`config.mk`:
```
export PLATFORM = sky130hd
export DESIGN_NAME = c_next_seq
export DESIGN_NICKNAME = d
export VERILOG_FILES = /design/src/rtl/c_next_seq_pkg.sv /design/src/rtl/c_wait_timer.sv /design/src/rtl/c_next_seq.sv
export SDC_FILE = /design/constraint.sdc
export NUM_CORES = 1
export LEC_CHECK = 0
export BUFFER_PORTS_ARGS = -buffer_cell sky130_fd_sc_hd__buf_2
export CAP_MARGIN = 15
export CORE_MARGIN = 5
export CORE_UTILIZATION = 45
export CTS_CLUSTER_SIZE = 16
export DETAILED_ROUTE_END_ITERATION = 10
export GPL_TIMING_DRIVEN = 0
export PLACE_DENSITY_LB_ADDON = 0.3
export SETUP_SLACK_MARGIN = 0.05
export SYNTH_ARGS = -nofsm -noshare
export SYNTH_HDL_FRONTEND = slang
export SYNTH_HIERARCHICAL = 1
export SYNTH_SLANG_ARGS = --single-unit
```
`constraint.sdc`:
```
create_clock -name clk -period 1.55 [get_ports clk]
set_input_delay 0.31 -clock clk [delete_from_list [all_inputs] [get_ports clk]]
set_output_delay 0.31 -clock clk [all_outputs]
set_load 0.05 [all_outputs]
```
`src/rtl/c_next_seq_pkg.sv`:
```
// Shared definitions for the control-state sequencer and the C-select mux.
// Holds the sequencing-field encodings, the control-state address width,
// the restore target state and the memory-wait FSM state encoding.
package c_next_seq_pkg;

  // Control-state address width.
  localparam int ADDR_W = 6;

  // State the C-select mux forces when a restore is requested. The mux uses
  // the same constant so both sides agree on the recovery entry point.
  localparam int RESTORE_ADDR = 35;

  // Width of the memory-wait counter; holds WAIT_MAX values up to 255.
  localparam int WAIT_CNT_W = 8;

  // Microinstruction sequencing field.
  typedef enum logic [1:0] {
    SEQ_NEXT   = 2'b00,
    SEQ_JUMP   = 2'b01,
    SEQ_BRANCH = 2'b10,
    SEQ_DECODE = 2'b11
  } seq_ctrl_e;

  // Memory-wait handshake states.
  typedef enum logic [1:0] {
    ST_RUN     = 2'b00,
    ST_WAIT    = 2'b01,
    ST_TIMEOUT = 2'b10
  } wait_state_e;

endpackage

```
`src/rtl/c_wait_timer.sv`:
```
// Memory-wait handshake for the control-state sequencer.
// Tracks how long the current state has been waiting on memory, holds C
// while waiting, and requests a restore when the wait runs out.
//
// Ports:
//   clk        system clock
//   reset      asynchronous, active-high reset
//   mem_req    current state issues a memory access
//   mem_ready  memory completes the access this cycle
//   load_c     C register should load Cin at the coming edge
//   stall      registered: C is being held for memory (WAIT state)
//   restore    registered: one-cycle restore request (TIMEOUT state)
module c_wait_timer #(
  parameter int WAIT_MAX = 8   // legal range 1..255
) (
  input  logic clk,
  input  logic reset,
  input  logic mem_req,
  input  logic mem_ready,
  output logic load_c,
  output logic stall,
  output logic restore
);

  import c_next_seq_pkg::*;

  wait_state_e           state;
  logic [WAIT_CNT_W-1:0] wait_cnt;

  // stall and restore are registered alongside the state so they are exact
  // decodes of WAIT and TIMEOUT without a combinational path from memory.
  always_ff @(posedge clk or posedge reset) begin
    if (reset) begin
      state    <= ST_RUN;
      wait_cnt <= '0;
      stall    <= 1'b0;
      restore  <= 1'b0;
    end else begin
      case (state)
        ST_RUN: begin
          if (mem_req && !mem_ready) begin
            state    <= ST_WAIT;
            wait_cnt <= WAIT_CNT_W'(1);
            stall    <= 1'b1;
          end else begin
            wait_cnt <= '0;
            stall    <= 1'b0;
          end
          restore <= 1'b0;
        end
        ST_WAIT: begin
          // Ready is tested first so a completion on the last tolerated
          // cycle is accepted rather than turned into a restore.
          if (mem_ready) begin
            state    <= ST_RUN;
            wait_cnt <= '0;
            stall    <= 1'b0;
            restore  <= 1'b0;
          end else if (wait_cnt == WAIT_CNT_W'(WAIT_MAX)) begin
            state    <= ST_TIMEOUT;
            wait_cnt <= '0;
            stall    <= 1'b0;
            restore  <= 1'b1;
          end else begin
            wait_cnt <= wait_cnt + WAIT_CNT_W'(1);
          end
        end
        ST_TIMEOUT: begin
          // A late mem_ready is ignored; the mux is already restoring.
          state    <= ST_RUN;
          wait_cnt <= '0;
          stall    <= 1'b0;
          restore  <= 1'b0;
        end
        default: begin
          // Illegal encoding: recover to a clean RUN.
          state    <= ST_RUN;
          wait_cnt <= '0;
          stall    <= 1'b0;
          restore  <= 1'b0;
        end
      endcase
    end
  end

  // C advances whenever the current state is not waiting on memory.
  always_comb begin
    load_c = 1'b0;
    case (state)
      ST_RUN:     load_c = !(mem_req && !mem_ready);
      ST_WAIT:    load_c = mem_ready;
      ST_TIMEOUT: load_c = 1'b1;
      default:    load_c = 1'b0;
    endcase
  end

endmodule

```
`src/rtl/c_next_seq.sv`:
```
// Control-state sequencer directly upstream of the C-select mux.
// Holds the current control state C, computes the candidate next state C5
// from the sequencing field, latches the branch flag and owns the
// memory-wait handshake (via c_wait_timer).
//
// Ports:
//   clk            system clock
//   reset          asynchronous, active-high reset
//   Cin            state selected by the downstream mux; loaded into C
//   seq_ctrl       00=next, 01=jump, 10=branch-on-flag, 11=decode
//   jaddr          jump/branch target
//   opcode         instruction opcode for decode dispatch
//   flag_in        ALU condition flag
//   branch_update  captures flag_in into the branch flag
//   mem_req        current state issues a memory access
//   mem_ready      memory completes the access this cycle
//   C              current control state (registered)
//   C5             candidate next state to the mux
//   restore        one-cycle restore request to the mux
//   stall          C is being held for memory
//   branch_taken   branch condition true this cycle
module c_next_seq #(
  parameter int ADDR_W       = c_next_seq_pkg::ADDR_W,
  parameter int RESTORE_ADDR = c_next_seq_pkg::RESTORE_ADDR,
  parameter int WAIT_MAX     = 8
) (
  input  logic              clk,
  input  logic              reset,
  input  logic [ADDR_W-1:0] Cin,
  input  logic [1:0]        seq_ctrl,
  input  logic [ADDR_W-1:0] jaddr,
  input  logic [3:0]        opcode,
  input  logic              flag_in,
  input  logic              branch_update,
  input  logic              mem_req,
  input  logic              mem_ready,
  output logic [ADDR_W-1:0] C,
  output logic [ADDR_W-1:0] C5,
  output logic              restore,
  output logic              stall,
  output logic              branch_taken
);

  import c_next_seq_pkg::*;

  logic              flag_q;
  logic              load_c;
  logic [ADDR_W-1:0] c_inc;

  c_wait_timer #(
    .WAIT_MAX (WAIT_MAX)
  ) u_wait_timer (
    .clk       (clk),
    .reset     (reset),
    .mem_req   (mem_req),
    .mem_ready (mem_ready),
    .load_c    (load_c),
    .stall     (stall),
    .restore   (restore)
  );

  // Wraps naturally modulo 2^ADDR_W.
  assign c_inc = C + ADDR_W'(1);

  // Candidate next state. While stalled the mux must see C itself so a
  // held state is re-selected instead of skipped.
  always_comb begin
    C5           = c_inc;
    branch_taken = 1'b0;
    case (seq_ctrl_e'(seq_ctrl))
      SEQ_NEXT:   C5 = c_inc;
      SEQ_JUMP:   C5 = jaddr;
      SEQ_BRANCH: begin
        branch_taken = flag_q;
        C5           = flag_q ? jaddr : c_inc;
      end
      SEQ_DECODE: C5 = ADDR_W'({opcode, 2'b00});
      default:    C5 = c_inc;
    endcase
    if (stall) C5 = C;
  end

  // State register: C takes whatever the mux selected when not held.
  always_ff @(posedge clk or posedge reset) begin
    if (reset) C <= '0;
    else if (load_c) C <= Cin;
  end

  // Branch flag captures independently of stall; branches always see the
  // value latched before the current edge.
  always_ff @(posedge clk or posedge reset) begin
    if (reset) flag_q <= 1'b0;
    else if (branch_update) flag_q <= flag_in;
  end

  // The mux must drive the restore entry while a restore is in flight.
  a_restore_addr : assert property (
    @(posedge clk) disable iff (reset) restore |-> (Cin == ADDR_W'(RESTORE_ADDR))
  );

endmodule

```
==> results of run 1 <==
-- where the power goes --
part           internal (mW)  switching [mW]  total, mW  leakage (nW)
clock network          0.100           0.146      0.246        0.0150
registers              0.528          0.0481      0.576         0.239
logic                  0.312           0.384      0.696         0.553
total                  0.940           0.579       1.52         0.808
-- cell type report --
type | count | area (um2) | share of cell area
Multi-Input combinational cell | 86 | 820.8 | 0.4534
Buffer | 4 | 41.29 | 0.02281
Inverter | 11 | 41.29 | 0.02281
Sequential cell | 19 | 485.5 | 0.2681
Tap cell | 30 | 37.54 | 0.02073
Timing Repair Buffer | 50 | 357.8 | 0.1976
Clock buffer | 4 | 26.28 | 0.01451
-- final timing paths --
path | endpoint | slack, ns | startpoint
worst max-delay path | C5[5] | -0.60 | flag_q
worst min-delay path | C[1] | 0.25 | Cin[1]
worst max register to register | C[0] | 0.17 | u_wait_timer/state[1]
worst min register to register | u_wait_timer/restore | 0.51 | u_wait_timer/restore
max in group asynchronous | u_wait_timer/stall | 0.63 | reset
min in group asynchronous | C[5] | 0.50 | reset
-- through the flow --
step	total power, mW	utilization	TNS (ns)	setup slack, ns	area (um2)
3_3_place_gp	1.101	0.6126	-2.097	-0.6229	1518
6_report	1.518	0.7308	-3.159	-0.5969	1810
4_1_cts	1.472	0.6869	-2.833	-0.6108	1702
2_1_floorplan	0.9932	-	-1.357	-0.2650	1295
3_5_place_dp	1.121	0.6126	-2.371	-0.6508	1518
5_1_grt	1.609	0.7308	-3.678	-0.6727	1810
-- flip-flops by register name, summed over array words and instances, names as in the netlist --
register and cells:
u_wait_timer/stall 1, u_wait_timer/restore 1, flag_q 1, u_wait_timer/wait_cnt 8
u_wait_timer/state 2, C 6
-- routing by layer --
layer / vias to the layer above / wire length [um] / track usage
met4: 0 / 30 / 0.07121
li1: 545 / - / -
met1: 533 / 1224 / 0.2019
met2: 34 / 1896 / 0.3588
met5: - / 0 / 0
met3: 6 / 141 / 0.01887
-- Yosys cell counts (all sizes together) (2+ instances only) --
library cell  number  area share
a21o               2       0.020
a21oi              7       0.033
a221oi             2       0.015
a31oi              2       0.011
and3               3       0.018
buf                3       0.018
dfrtp             19        0.41
ha                 3       0.032
inv               11       0.035
mux2              11        0.11
mux2i              2       0.017
nand2              5       0.016
nand3              4       0.017
nor2              11       0.035
nor2b              2       0.011
o21ai              9       0.045
o22ai              3       0.016
or3                3       0.016
xnor2              2       0.015
-- kinds of logic after synthesis --
logic type                 share of synthesized area
buffers and inverters                        0.05662
muxes                                         0.1229
AOI/OAI and AO/OA                             0.2019
DFF                                           0.4060
and+or+nand+nor                               0.1581
xor gates and xnor gates                     0.02244
adders and majority gates                    0.03205
-- worst max-delay path, delay by kind of cell, from the launching register on --
| kind | cells | cell delay, ns |
|---|---|---|
| AOI/OAI and AO/OA | 2 | 0.61 |
| DFF | 1 | 0.44 |
| and+or+nand+nor | 1 | 0.20 |
| buffers and inverters | 2 | 0.29 |
-- timing repair --
| item | CTS | global route |
|---|---|---|
| setup buffers | 6 | 7 |
| hold endpoints to repair | 7 | 0 |
| gates cloned | 0 | 0 |
| gates resized for setup | 26 | 16 |
| setup endpoints to repair | 7 | 8 |
| pin swaps | 5 | 11 |
| hold buffers | 1 | 0 |
==> run summary, run 1 <==
The synthesized design contains 0 enable-type register cells. Relative to the synthesized area, the layout overhead comes to 54.59%. For the via count of the first global-routing pass, the log shows 1121.

CTS H-tree depth: 1. The checks that failed: negative setup slack. The global-route usage over all layers is 0.1839, and the first-pass GRT wire length is 5064 um. Hold timing on the final database bottoms out at a slack of 0.2470 ns. For the number of hold violations in the final report, the log shows 0. Counting every instance in the synthesized netlist gives 120.

The worst path in the final design needs a cycle of 2.147 ns, including I/O delays and setup. The library cells used most frequently in the layout, excluding fill and tap cells, are buf_2, buf_6, dfrtp_1. The die is 61.02 um wide. In this run, placement finished with an instance count of 187.

The detailed router placed 1118 vias in this run. Count of unresolved DRC violations after routing: 0. Prevailing post-synth register cell: dfrtp_1. Setup violations remaining at the end of the flow were counted as 7. The run gives 754.9 uV as the largest vdd supply drop. The tools report the starting utilization of the core area as 0.4727. The total global routing overflow is 0. The max-capacitance violation count was 0; the fraction of the cycle the final worst path needs was 1.385. Wires add up to 3293 um. 39 I/O pins were placed.

In this run the worst path has a maximum fanout of 3. The share of async-settable or async-resettable flops after synthesis came out at 1.000. The die covers 3723 um2. Setup repair after global routing could not meet its margin everywhere. The clock latency reported for the late side of the worst-skew pair is 0.29 ns. The most common cell after layout, fill and taps aside was buf_2. The count of final max-slew check failures was 0.

The critical path endpoint category was an output port. In this run the worst hold path is classified as primary input to flop. At the end of routability-driven placement, the weighted congestion stood at 0.8080. The net count of the finished layout is 202.

The relative max-transition margin came out at 0.6851. Part of the Yosys area used for sequential elements: 0.4060. Traced cell by cell, the critical path runs through and3b_4, a221o_1, buf_4, o22a_4, buf_8. The highest clock frequency the design can meet was 465.8 MHz; the delay of the slowest cell on the worst path was 0.44 ns. The net count after synthesis came out at 147. For this design the ratio of total power to cell area is 838.7 nW/um2. The synthesized design contains 19 register bits. The mapped netlist covers 1171 um2. Layout cell share with drive strength beyond 1: 0.5690. The clock transition at the registers of the reported paths was 0.10 ns.

The tree is rooted in a clkbuf_4. Across the routed clock network, the largest skew measured is 0.003835 ns. The number of antenna repair diodes was 0; the maximum clock insertion buffer count was 2. For the worst setup path, the data required time is 1.24 ns. Critical path class: flop to output port. The largest individual stage delay along the critical path comes from the cell dfrtp_2. The average via count per standard cell was 5.480; the core region area was 2477 um2. Synthesis instantiated 40 different standard cells from the library. The average instance area after synthesis is 9.759 um2. The number of warnings reported in the yosys synthesis log is 6, and the initial antenna violation count is 0.

The worst register-to-register path has a depth of 3. For the number of cells in the finished layout apart from fillers, the log shows 204. In this run the vertical extent of the chip is 61.02 um.

Summed over all cells, the static leakage comes to 0.8077 nW. Once detailed placement completed, the half-perimeter wirelength came to 2324 um. For this design, the sink count on the clock tree is 19.

After detailed routing, the average wire length per cell comes to 16.14 um. The post-route worst setup slack is -0.5969 ns, and the number of nets still failing antenna checks after routing is 0. The maximum number of pins on one net before global-route repair is 13.

The data arrival at the endpoint of the critical path is 1.84 ns. TritonCTS built the clock tree. In this run, the number of DRC markers left after iteration 0 of detailed routing was 50. Along the worst hold path, the cell count comes to 2.

After floorplanning, the core was divided into 18 placement rows. The worst setup path is launched from a flop. The run finished, with violations left.

The number of buffers inserted by port buffering is 37, and the number of CTS-inserted buffers is 3. The run gives 180 as the filler cell count in the final layout. For the pin with the worst max-slew slack, the measured transition is 0.4718 ns. The detailed-router iteration count before antenna repair is 4.
(Power assumes the default switching activity.)
==> run 2: changes to the inputs <==
Settings changed: PLACE_DENSITY set to 0.82, PLACE_DENSITY_LB_ADDON 0.3 to not set.
==> run summary, run 2 (synthesis gave the netlist of run 1 again) <==
The run finished, with violations left. The checks that failed: negative setup slack. At the worst endpoint, the required time is 1.24 ns.

Walking the worst path, the cells encountered are and3b_4, a221o_1, o21ba_1, o22a_4, buf_6. The path class of the tightest hold or removal check is primary input to flop. The number of cells on the worst reg-to-reg path is 5.

Counting the buffers created by CTS gives 3. The total number of vias was 1110; the highest clock frequency the design can meet was 468.0 MHz. The number of cells in the finished layout apart from fillers was 198. The smallest clock period supported by the final layout is computed as 2.137 ns. The number of placed instances, taps included, is 187.

The relative max-transition margin was 0.6878. Largest register by flop count: u_wait_timer/wait_cnt. The layout cell share with drive strength beyond 1 is 0.5595.

The logic gate share of total power was 0.443. The tools report the category of the worst setup path launch point as a flop. The end point of the worst hold path is flag_q.

The total overflow left after global routing is 0. The hold-critical path depth works out to 2. The slowest stage of the critical path belongs to the cell dfrtp_2. The clock root buffer master was clkbuf_4.

The library cell used most frequently in the layout, excluding fill and tap cells, is buf_2. The later pin in the worst-skew pair is clocked with a latency of 0.29 ns. The clock passes through at most 2 buffers. Dividing the detail-routed via count by the number of cells gives 5.606.

The delay of the slowest cell on the worst path was 0.44 ns; the number of nets still failing antenna checks after routing was 0. The number of hold violations in the final report was 0. In this run the critical register-to-register path is launched from u_wait_timer/wait_cnt[0]. The logs give 1100 for the via count of the first global-routing pass and 0.167 for the proportion of power drawn by the clock network. The logs give 0 for the count of final max-slew check failures and 0 for the count of unresolved DRC violations after routing. The tools report the first-pass GRT wire length as 4912 um.

Cell internal power was estimated by the tool at 0.9062 mW. The layout overhead on the synthesized area came out at 47.44%. The register with the most flip-flops in the layout has 8 of them. The startpoint identified for the worst hold timing path is flag_in.

Leaving out fill and tap cells, the most frequent cells in the layout are buf_2, dfrtp_1, buf_6, mux2_2, inv_1. The floorplan die width is 61.02 um, and the max-capacitance violation count is 0. Port buffering added 37 buffers. The transition time of the tightest slew-check pin came out at 0.4678 ns. Setup repair after global routing could not meet its margin everywhere. For this design the top-level I/O count stands at 39. In the final layout, the registers with the most flip-flops are u_wait_timer/wait_cnt x8, C x6, u_wait_timer/state x2.

Wire length per cell: 15.13 um. On the final layout, the worst hold slack is 0.2372 ns. The run gives 2253 um as the HPWL after detailed placement. At the end of routability-driven placement, the weighted congestion stood at 0.7989.

The final standard cell utilization of the core is 0.6970. After clock tree synthesis, the clock-pin slew on the worst setup and hold paths is 0.11 ns. The floorplan has 18 rows. The run gives 0.1754 as the global-route usage over all layers. For the starting utilization of the core area, the log shows 0.4727. The fraction of the cycle the final worst path needs is 1.379. In this run the standard cell core region covers 2477 um2.

The detailed-router iteration count before antenna repair was 4; the worst slack at placement was -0.6945 ns. Clock net sink count: 19. After the first detailed-routing iteration, the DRC count stood at 25. The worst-case IR drop observed on VDD is 688.5 uV. Entering global routing, the biggest net connects 13 pins. Part of the total power dissipated in sequential elements: 0.390.

The die height works out to 61.02 um. TritonCTS built the clock tree. In this run the power density over the cells is 848.0 nW/um2. The post-route worst setup slack is -0.5868 ns, and the worst-case register-to-register setup slack is 0.17 ns. The worst setup path is captured at an output port. The critical path is of the flop to output port type. For the initial antenna violation count, the log shows 0. Summed over all layers, the routed wires come to 2996 um. Fill cells in the final layout number 188. In this run the critical register-to-register path is captured at u_wait_timer/wait_cnt[0].

0 antenna diodes ended up in the layout. The total die area was 3723 um2; the switching power total was 0.5581 mW. In this run the worst path has a maximum fanout of 4. Total negative setup slack: -3.142 ns. The maximum clock skew at final layout is 0.004008 ns, and the number of nets in the layout is 196.

The final-report setup violation count is 6. The run gives 0.7725 nW as the leakage component of the power. STA puts the critical path data arrival time at 1.83 ns.

The switching share of power is 0.3811. CTS H-tree depth: 1.
[run 2: how the worst max path moves through the flow]
stage | start | to | slack, ns | cells after the start
finish | flag_q | C5[5] | -0.59 | 5
global route | C[0] | C5[1] | -0.67 | 6
CTS | flag_q | C5[5] | -0.61 | 5
detailed placement | seq_ctrl[1] | C5[4] | -0.69 | 7
global placement | seq_ctrl[1] | C5[4] | -0.63 | 7
floorplan | flag_q | C5[5] | -0.27 | 4
[run 2: area by class of cell]
type                       count  area [um2]  share of cell area
sequential                    19       484.2              0.2804
inverter                      11       41.29             0.02391
clock buffer                   3       22.52             0.01304
multi-input combinational     86       788.3              0.4565
clock inverter                 1       5.005            0.002899
tap                           30       37.54             0.02174
timing repair buffer          44       310.3              0.1797
buffer                         4       37.54             0.02174
[run 2: worst max-delay path: cells and delay by family, from the launching register on]
| family | cells | cell delay [ns] |
|---|---|---|
| flip-flops | 1 | 0.44 |
| buffers and inverters | 1 | 0.15 |
| AO/OA/AOI/OAI | 3 | 0.73 |
| AND/OR/NAND/NOR | 1 | 0.21 |
[run 2: repair_timing]
action                     CTS  global route
hold endpoints to repair     7             0
resized for setup           22            11
setup buffers                3             3
setup endpoints to repair    7             8
pin swaps                    4             8
hold buffers                 1             0
[run 2: layer usage]
metal	GRT usage	vias to the layer above	routed length, um	part of all wire
met5	0	-	0	0
met4	0.04334	0	40	0.013
met3	0.03774	4	148	0.049
met2	0.3328	28	1602	0.53
met1	0.1984	545	1205	0.40
li1	-	533	-	-
[run 2: power by group through the flow]
stage	Combinational, mW	Clock [mW]	Sequential (mW)
floorplan	0.348	0	0.645
global placement	0.515	0	0.586
detailed placement	0.530	0	0.589
CTS	0.615	0.253	0.571
global route	0.683	0.283	0.578
finish	0.648	0.244	0.572
[run 2: metrics by stage]
| step | power (mW) | area, um2 |
|---|---|---|
| 2_1_floorplan | 0.9932 | 1295 |
| 3_3_place_gp | 1.101 | 1518 |
| 3_5_place_dp | 1.118 | 1518 |
| 4_1_cts | 1.439 | 1660 |
| 5_1_grt | 1.543 | 1727 |
| 6_report | 1.464 | 1727 |
